$ cat src/rtl/rv32i_core.sv
// Single-cycle RV32I core: combinational fetch/decode/execute/memory, with state
// committed at each rising edge. Holds a halted state until reset.

module register_file (
  input  logic        clk,
  input  logic        reset,
  input  logic [4:0]  rs1_idx,
  input  logic [4:0]  rs2_idx,
  input  logic [4:0]  rd_idx,
  input  logic        we,
  input  logic [31:0] rd_data,
  output logic [31:0] rs1_data,
  output logic [31:0] rs2_data
);
  logic [31:0] mem [0:31];

  always_ff @(posedge clk) begin
    if (reset) begin
      for (int i = 0; i < 32; i++) mem[i] <= '0;
    end else if (we && (rd_idx != 5'd0)) begin
      mem[rd_idx] <= rd_data;
    end
  end

  assign rs1_data = (rs1_idx == 5'd0) ? 32'd0 : mem[rs1_idx];
  assign rs2_data = (rs2_idx == 5'd0) ? 32'd0 : mem[rs2_idx];
endmodule

module rv32i_core (
  input  logic        clk,
  input  logic        reset,
  output logic [31:0] op_inst_addr,
  input  logic        ip_inst_valid,
  input  logic [31:0] ip_inst_from_imem,
  output logic [31:0] op_data_addr,
  output logic        op_data_wr,
  output logic [3:0]  op_data_mask,
  output logic [31:0] op_data_from_proc,
  output logic        op_data_rd,
  input  logic        ip_data_valid,
  input  logic [31:0] ip_data_from_dmem
);
  localparam logic [6:0] OP_LUI    = 7'b0110111;
  localparam logic [6:0] OP_AUIPC  = 7'b0010111;
  localparam logic [6:0] OP_JAL    = 7'b1101111;
  localparam logic [6:0] OP_JALR   = 7'b1100111;
  localparam logic [6:0] OP_BRANCH = 7'b1100011;
  localparam logic [6:0] OP_LOAD   = 7'b0000011;
  localparam logic [6:0] OP_STORE  = 7'b0100011;
  localparam logic [6:0] OP_IMM    = 7'b0010011;
  localparam logic [6:0] OP_REG    = 7'b0110011;

  logic [31:0] pc;
  logic        halted;
  logic [31:0] inst;
  logic [6:0]  opcode;
  logic [2:0]  funct3;
  logic [6:0]  funct7;
  logic [31:0] imm_i, imm_s, imm_b, imm_u, imm_j;
  logic [31:0] rs1_val, rs2_val;
  logic signed [31:0] rs1_s, rs2_s;
  logic [31:0] pc_plus4, next_pc, rd_val;
  logic        rd_we, is_load, is_store, take;
  logic        imm_ok, reg_ok;
  logic        halt_now, active, stall, reg_we;

  function automatic logic [31:0] alu(input logic [2:0] f3, input logic alt,
                                      input logic [31:0] a, input logic [31:0] b);
    logic signed [31:0] sa, sb;
    logic [31:0] r;
    sa = a;
    sb = b;
    r  = '0;
    case (f3)
      3'd0: r = alt ? (a - b) : (a + b);
      3'd1: r = a << b[4:0];
      3'd2: r = {31'd0, (sa < sb)};
      3'd3: r = {31'd0, (a < b)};
      3'd4: r = a ^ b;
      3'd5: r = alt ? $unsigned(sa >>> b[4:0]) : (a >> b[4:0]);
      3'd6: r = a | b;
      default: r = a & b;
    endcase
    return r;
  endfunction

  function automatic logic [31:0] load_ext(input logic [2:0] f3, input logic [1:0] off,
                                           input logic [31:0] word);
    logic [31:0] sh;
    logic [31:0] r;
    sh = word >> {off, 3'b000};
    case (f3)
      3'd0:    r = {{24{sh[7]}}, sh[7:0]};
      3'd1:    r = {{16{sh[15]}}, sh[15:0]};
      3'd4:    r = {24'd0, sh[7:0]};
      3'd5:    r = {16'd0, sh[15:0]};
      default: r = word;
    endcase
    return r;
  endfunction

  function automatic logic [3:0] store_mask(input logic [2:0] f3, input logic [1:0] off);
    logic [3:0] m;
    case (f3)
      3'd0:    m = 4'b0001 << off;
      3'd1:    m = 4'b0011 << off;
      default: m = 4'b1111;
    endcase
    return m;
  endfunction

  function automatic logic [31:0] store_lane(input logic [2:0] f3, input logic [31:0] d);
    logic [31:0] r;
    case (f3)
      3'd0:    r = {4{d[7:0]}};
      3'd1:    r = {2{d[15:0]}};
      default: r = d;
    endcase
    return r;
  endfunction

  assign inst     = ip_inst_from_imem;
  assign opcode   = inst[6:0];
  assign funct3   = inst[14:12];
  assign funct7   = inst[31:25];
  assign imm_i    = {{20{inst[31]}}, inst[31:20]};
  assign imm_s    = {{20{inst[31]}}, inst[31:25], inst[11:7]};
  assign imm_b    = {{19{inst[31]}}, inst[31], inst[7], inst[30:25], inst[11:8], 1'b0};
  assign imm_u    = {inst[31:12], 12'd0};
  assign imm_j    = {{11{inst[31]}}, inst[31], inst[19:12], inst[20], inst[30:21], 1'b0};
  assign rs1_s    = rs1_val;
  assign rs2_s    = rs2_val;
  assign pc_plus4 = pc + 32'd4;

  register_file register_file_0 (
    .clk      (clk),
    .reset    (reset),
    .rs1_idx  (inst[19:15]),
    .rs2_idx  (inst[24:20]),
    .rd_idx   (inst[11:7]),
    .we       (reg_we),
    .rd_data  (rd_val),
    .rs1_data (rs1_val),
    .rs2_data (rs2_val)
  );

  // Shift immediates and R-type funct7 must be legal; anything else falls to NOP.
  assign imm_ok = (funct3 == 3'd1) ? (funct7 == 7'h00) :
                  (funct3 == 3'd5) ? ((funct7 == 7'h00) || (funct7 == 7'h20)) : 1'b1;
  assign reg_ok = (funct7 == 7'h00) ||
                  ((funct7 == 7'h20) && ((funct3 == 3'd0) || (funct3 == 3'd5)));

  always_comb begin
    next_pc  = pc_plus4;
    rd_we    = 1'b0;
    rd_val   = '0;
    is_load  = 1'b0;
    is_store = 1'b0;
    take     = 1'b0;
    case (opcode)
      OP_LUI: begin
        rd_we  = 1'b1;
        rd_val = imm_u;
      end
      OP_AUIPC: begin
        rd_we  = 1'b1;
        rd_val = pc + imm_u;
      end
      OP_JAL: begin
        rd_we   = 1'b1;
        rd_val  = pc_plus4;
        next_pc = pc + imm_j;
      end
      OP_JALR: begin
        if (funct3 == 3'd0) begin
          rd_we   = 1'b1;
          rd_val  = pc_plus4;
          next_pc = (rs1_val + imm_i) & ~32'd1;
        end
      end
      OP_BRANCH: begin
        case (funct3)
          3'd0:    take = (rs1_val == rs2_val);
          3'd1:    take = (rs1_val != rs2_val);
          3'd4:    take = (rs1_s < rs2_s);
          3'd5:    take = (rs1_s >= rs2_s);
          3'd6:    take = (rs1_val < rs2_val);
          3'd7:    take = (rs1_val >= rs2_val);
          default: take = 1'b0;
        endcase
        if (take) next_pc = pc + imm_b;
      end
      OP_LOAD: begin
        if ((funct3 != 3'd3) && (funct3 != 3'd6) && (funct3 != 3'd7)) begin
          is_load = 1'b1;
          rd_we   = 1'b1;
          rd_val  = load_ext(funct3, op_data_addr[1:0], ip_data_from_dmem);
        end
      end
      OP_STORE: begin
        if (funct3 < 3'd3) is_store = 1'b1;
      end
      OP_IMM: begin
        if (imm_ok) begin
          rd_we  = 1'b1;
          rd_val = alu(funct3, (funct3 == 3'd5) && inst[30], rs1_val, imm_i);
        end
      end
      OP_REG: begin
        if (reg_ok) begin
          rd_we  = 1'b1;
          rd_val = alu(funct3, inst[30], rs1_val, rs2_val);
        end
      end
      default: ;
    endcase
  end

  assign halt_now = halted || !ip_inst_valid || (inst == 32'd0);
  assign active   = !reset && !halt_now;
  assign stall    = is_load && !ip_data_valid;
  assign reg_we   = active && rd_we && !stall;

  assign op_inst_addr      = pc;
  assign op_data_addr      = rs1_val + ((opcode == OP_STORE) ? imm_s : imm_i);
  assign op_data_rd        = active && is_load;
  assign op_data_wr        = active && is_store;
  assign op_data_mask      = (active && is_store) ? store_mask(funct3, op_data_addr[1:0]) : 4'b0000;
  assign op_data_from_proc = store_lane(funct3, rs2_val);

  // Commit boundary: PC and halt state advance together with the register write.
  always_ff @(posedge clk) begin
    if (reset) begin
      pc     <= '0;
      halted <= 1'b0;
    end else if (halt_now) begin
      halted <= 1'b1;
    end else if (!stall) begin
      pc <= next_pc;
    end
  end
endmodule

$ cat config.mk
export PLATFORM = sky130hd
export DESIGN_NAME = rv32i_core
export DESIGN_NICKNAME = d
export VERILOG_FILES = /design/src/rtl/rv32i_core.sv
export SDC_FILE = /design/constraint.sdc
export NUM_CORES = 2
export LEC_CHECK = 0
export CORE_ASPECT_RATIO = 0.7
export CORE_MARGIN = 2
export CORE_UTILIZATION = 35
export DETAILED_ROUTE_END_ITERATION = 8
export PLACE_DENSITY_LB_ADDON = 0.25
export SLEW_MARGIN = 0
export SYNTH_ARGS = -nofsm -noshare
export SYNTH_HDL_FRONTEND = slang
export SYNTH_SLANG_ARGS = --single-unit
$ cat constraint.sdc
create_clock -name clk -period 17.89 [get_ports clk]
set_clock_uncertainty 0.15 [all_clocks]
set_input_delay 5.367 -clock clk [delete_from_list [all_inputs] [get_ports clk]]
set_output_delay 5.367 -clock clk [all_outputs]
set_load 0.03 [all_outputs]
==> flow_summary.yaml <==
sta:
  finalHoldViolCount: 0
  tightest_slew_ps: 1410
  setup_tns_ps: 0
  drv_slew: 0
  fin_crit_ps: 17760
  setup_viol: 0
  max_freq_ghz: 0.0563
  relSlewSlack: 0.0590
  whs_ps: 429
  rsz0062_at_grt: "false"
  period_share: 0.993
clock_tree:
  clock_path_buffers: 3
  cts_sinks: 1056
  cts_buffers: 107
  cts_hold_buffers: 0
  htree_levels: 3
  clk-insertion-delay-late_ps: 780
  cts_setup_buffers: 0
  cts_tree: "built"
  root_buffer: "clkbuf_16"
  ctsResizeCount: 0
  cts.clk_slew.worst_paths_ps: 70
status:
  status: "finished, final reports clean"
route:
  drc: 0
  ant_nets: 0
  drt_wl_total_mm: 482
  vias: 75400
  via_per_inst: 6.96
  dr.pass1.iters: 9
  drt_iter0_drc: 14700
  wire_per_inst_um: 44.5
logic_synthesis:
  synth_edf_count: 1024
  synth-seq-cells: 1056
  dominantRegCellSynth: "edfxtp_1"
  synth.avg_cell_area_um2: 10.3
  synthCells: 7662
  ys_types: 109
  synthArstFlopShare: 0
  synth_area_um2: 78700
  yosys_warnings: 0
  seq_area_frac_synth: 0.399
pwr:
  pwr-share-comb: 0.345
  switching_share: 0.387
  ir_drop_mv: 0.0807
  p_clk_frac: 0.296
  p_sw_w: 0.00307
  internal_power_w: 0.00486
  seq_power_share: 0.359
  pwr_density_cell_nw_per_um2: 89.3
  power_leakage_nw: 31.2
floorplan:
  fp.dieH_um: 401
  num_rows: 145
  die-area_um2: 229000
  die_w_um: 571
  io_pins: 170
  initial_core_util: 0.353
  core-area_um2: 223000
global_routing:
  grt_overflow: 0
  antenna_found_initial: 53
  grt_pass1_vias: 68900
  grt_use_total: 0.410
  grt_pass1_wl_mm: 643
  grt_max_degree: 84
layout:
  n_fill_cell: 21800
  area_growth_syn_to_layout_pct: 12.9
  design_area_um2: 88900
  layoutNonFillerInstCount: 10800
  multi_input_area_um2: 44200
  regArea_um2: 31400
  final_core_util: 0.398
  drive_above_1_share: 0.177
  final_nets: 8057
worst_hold_path:
  hp-class: "reg2reg"
  hp-start: "op_inst_addr[31]"
worst_setup_path:
  worstSetupEndpointType: "output pin"
  start_kind: "primary input"
  startpoint: "ip_inst_from_imem[18]"
  crit_required_ps: 12370
  r2r-start: "register_file_0.mem[5][0]"
  arrival_ps: 12250
  path_class: "in2out"
  cp_max_fo: 17
placed_design:
  gp_congestion: 1.07
  port_buffers: 168
  hpwl_mm: 356
  placed_cell_area_um2: 85300
  dp_cells: 10600
run:
  max_cap_violations: 0
==> worst max-delay path, cell delays in order <==
cell,delay (ps)
clkdlybuf4s50_1,710
buf_4,310
nor2b_4,840
buf_4,350
a22o_1,260
a2111o_1,430
nand2_1,290
nor2_1,420
ha_1,400
inv_1,260
o21ai_0,210
a21oi_1,170
a2111oi_0,840
o21ai_0,260
xnor2_1,360
clkdlybuf4s50_1,740
==> sequential cells by signal, indices dropped and copies added (netlist names) <==
register             flops
halted                   1
op_inst_addr            31
register_file_0.mem   1024
==> layer usage <==
layer	vias to the layer above	wire length, um	track usage
met4	34	16300	0.115
li1	29400	-	-
met3	745	75000	0.170
met2	6326	185000	0.534
met1	38900	206000	0.608
met5	-	218	0.00586
==> per-stage QoR <==
| stage | setup WS (ps) | power (W) |
|---|---|---|
| after floorplan | 2440 | 0.00426 |
| after global placement | 386 | 0.00552 |
| after detailed placement | 407 | 0.00549 |
| after CTS | 372 | 0.00780 |
| after global routing | 10.5 | 0.00807 |
| final | 127 | 0.00794 |
==> final cells by class <==
| class | instances | area share |
|---|---|---|
| Clock buffer | 127 | 0.0310 |
| Antenna cell | 31 | 0.000873 |
| Clock inverter | 72 | 0.00860 |
| Sequential cell | 1056 | 0.353 |
| Tap cell | 3013 | 0.0424 |
| Timing Repair Buffer | 609 | 0.0587 |
| Multi-Input combinational cell | 5760 | 0.498 |
| Inverter | 175 | 0.00745 |
==> synthesized netlist by cell type, types with 69 or more instances <==
cell / count / area (um^2)
o221ai_1: 77 / 674
mux4_2: 460 / 10400
o21ai_0: 321 / 1610
edfxtp_1: 1024 / 30700
o211ai_1: 77 / 578
nand4_1: 78 / 488
o22ai_1: 124 / 776
xnor2_1: 121 / 1060
a22oi_1: 69 / 518
inv_1: 151 / 567
nand3_1: 163 / 816
nand2b_1: 69 / 432
buf_2: 166 / 831
nor3_1: 134 / 671
a21o_1: 83 / 623
mux2i_1: 308 / 3080
a21oi_1: 490 / 2450
mux2_2: 78 / 878
ha_1: 272 / 3400
nand2_1: 420 / 1580
nor2_1: 1393 / 5230
clkbuf_1: 425 / 1600
==> cells by family (layout without fill, tap and decap cells) <==
family / count (synthesis) / after routing / share of synthesized area
AND/OR/NAND/NOR: 2499 / 2499 / 0.139
AO/OA/AOI/OAI: 1913 / 1913 / 0.164
adder cells (fa/ha/maj): 280 / 280 / 0.0453
multiplexers: 852 / 852 / 0.183
flip-flops: 1056 / 1056 / 0.399
XOR/XNOR: 183 / 183 / 0.0204
other: 1 / 64 / 0.0000476
buffers and inverters: 878 / 983 / 0.0496
==> cells in the final DEF (no fill, tap or decap), types with 27 or more instances in the layout <==
cell type and instances:
nor2_1 1387, edfxtp_1 1024, a21oi_1 480, mux4_2 460
buf_4 429, nand2_1 387, o21ai_0 319, mux2i_1 308
ha_1 272, nand3_1 161, clkdlybuf4s50_1 150, inv_1 148
o22ai_1 124, xnor2_1 121, nor3_1 118, clkbuf_16 107
a21o_1 83, nand4_1 78, mux2_2 78, o211ai_1 77
o221ai_1 76, a22oi_1 66, a221oi_1 66, xor2_1 62
a211oi_1 61, a31oi_1 60, a22o_1 58, nand2b_1 38
nand2_2 37, o21a_1 33, conb_1 33, dfxtp_1 32
diode_2 31, a211o_1 29, nor4_1 29, nand2b_2 27
==> power by group through the flow <==
stage / combinational, W / sequential, W / clock [W]
finish: 0.00274 / 0.00285 / 0.00235
global route: 0.00277 / 0.00286 / 0.00244
CTS: 0.00260 / 0.00285 / 0.00235
detailed placement: 0.00259 / 0.00290 / 0
global placement: 0.00262 / 0.00290 / 0
floorplan: 0.00138 / 0.00288 / 0
==> path summary, 6_finish.rpt <==
check,slack [ps],endpoint,depth (start not counted)
hold reg to reg,430,op_inst_addr[31],2
hold / removal,430,op_inst_addr[31],2
setup reg to reg,9090,register_file_0.mem[10][24],21
setup / recovery,130,op_data_addr[23],16
Note: power is estimated with default switching activity, not from simulation.
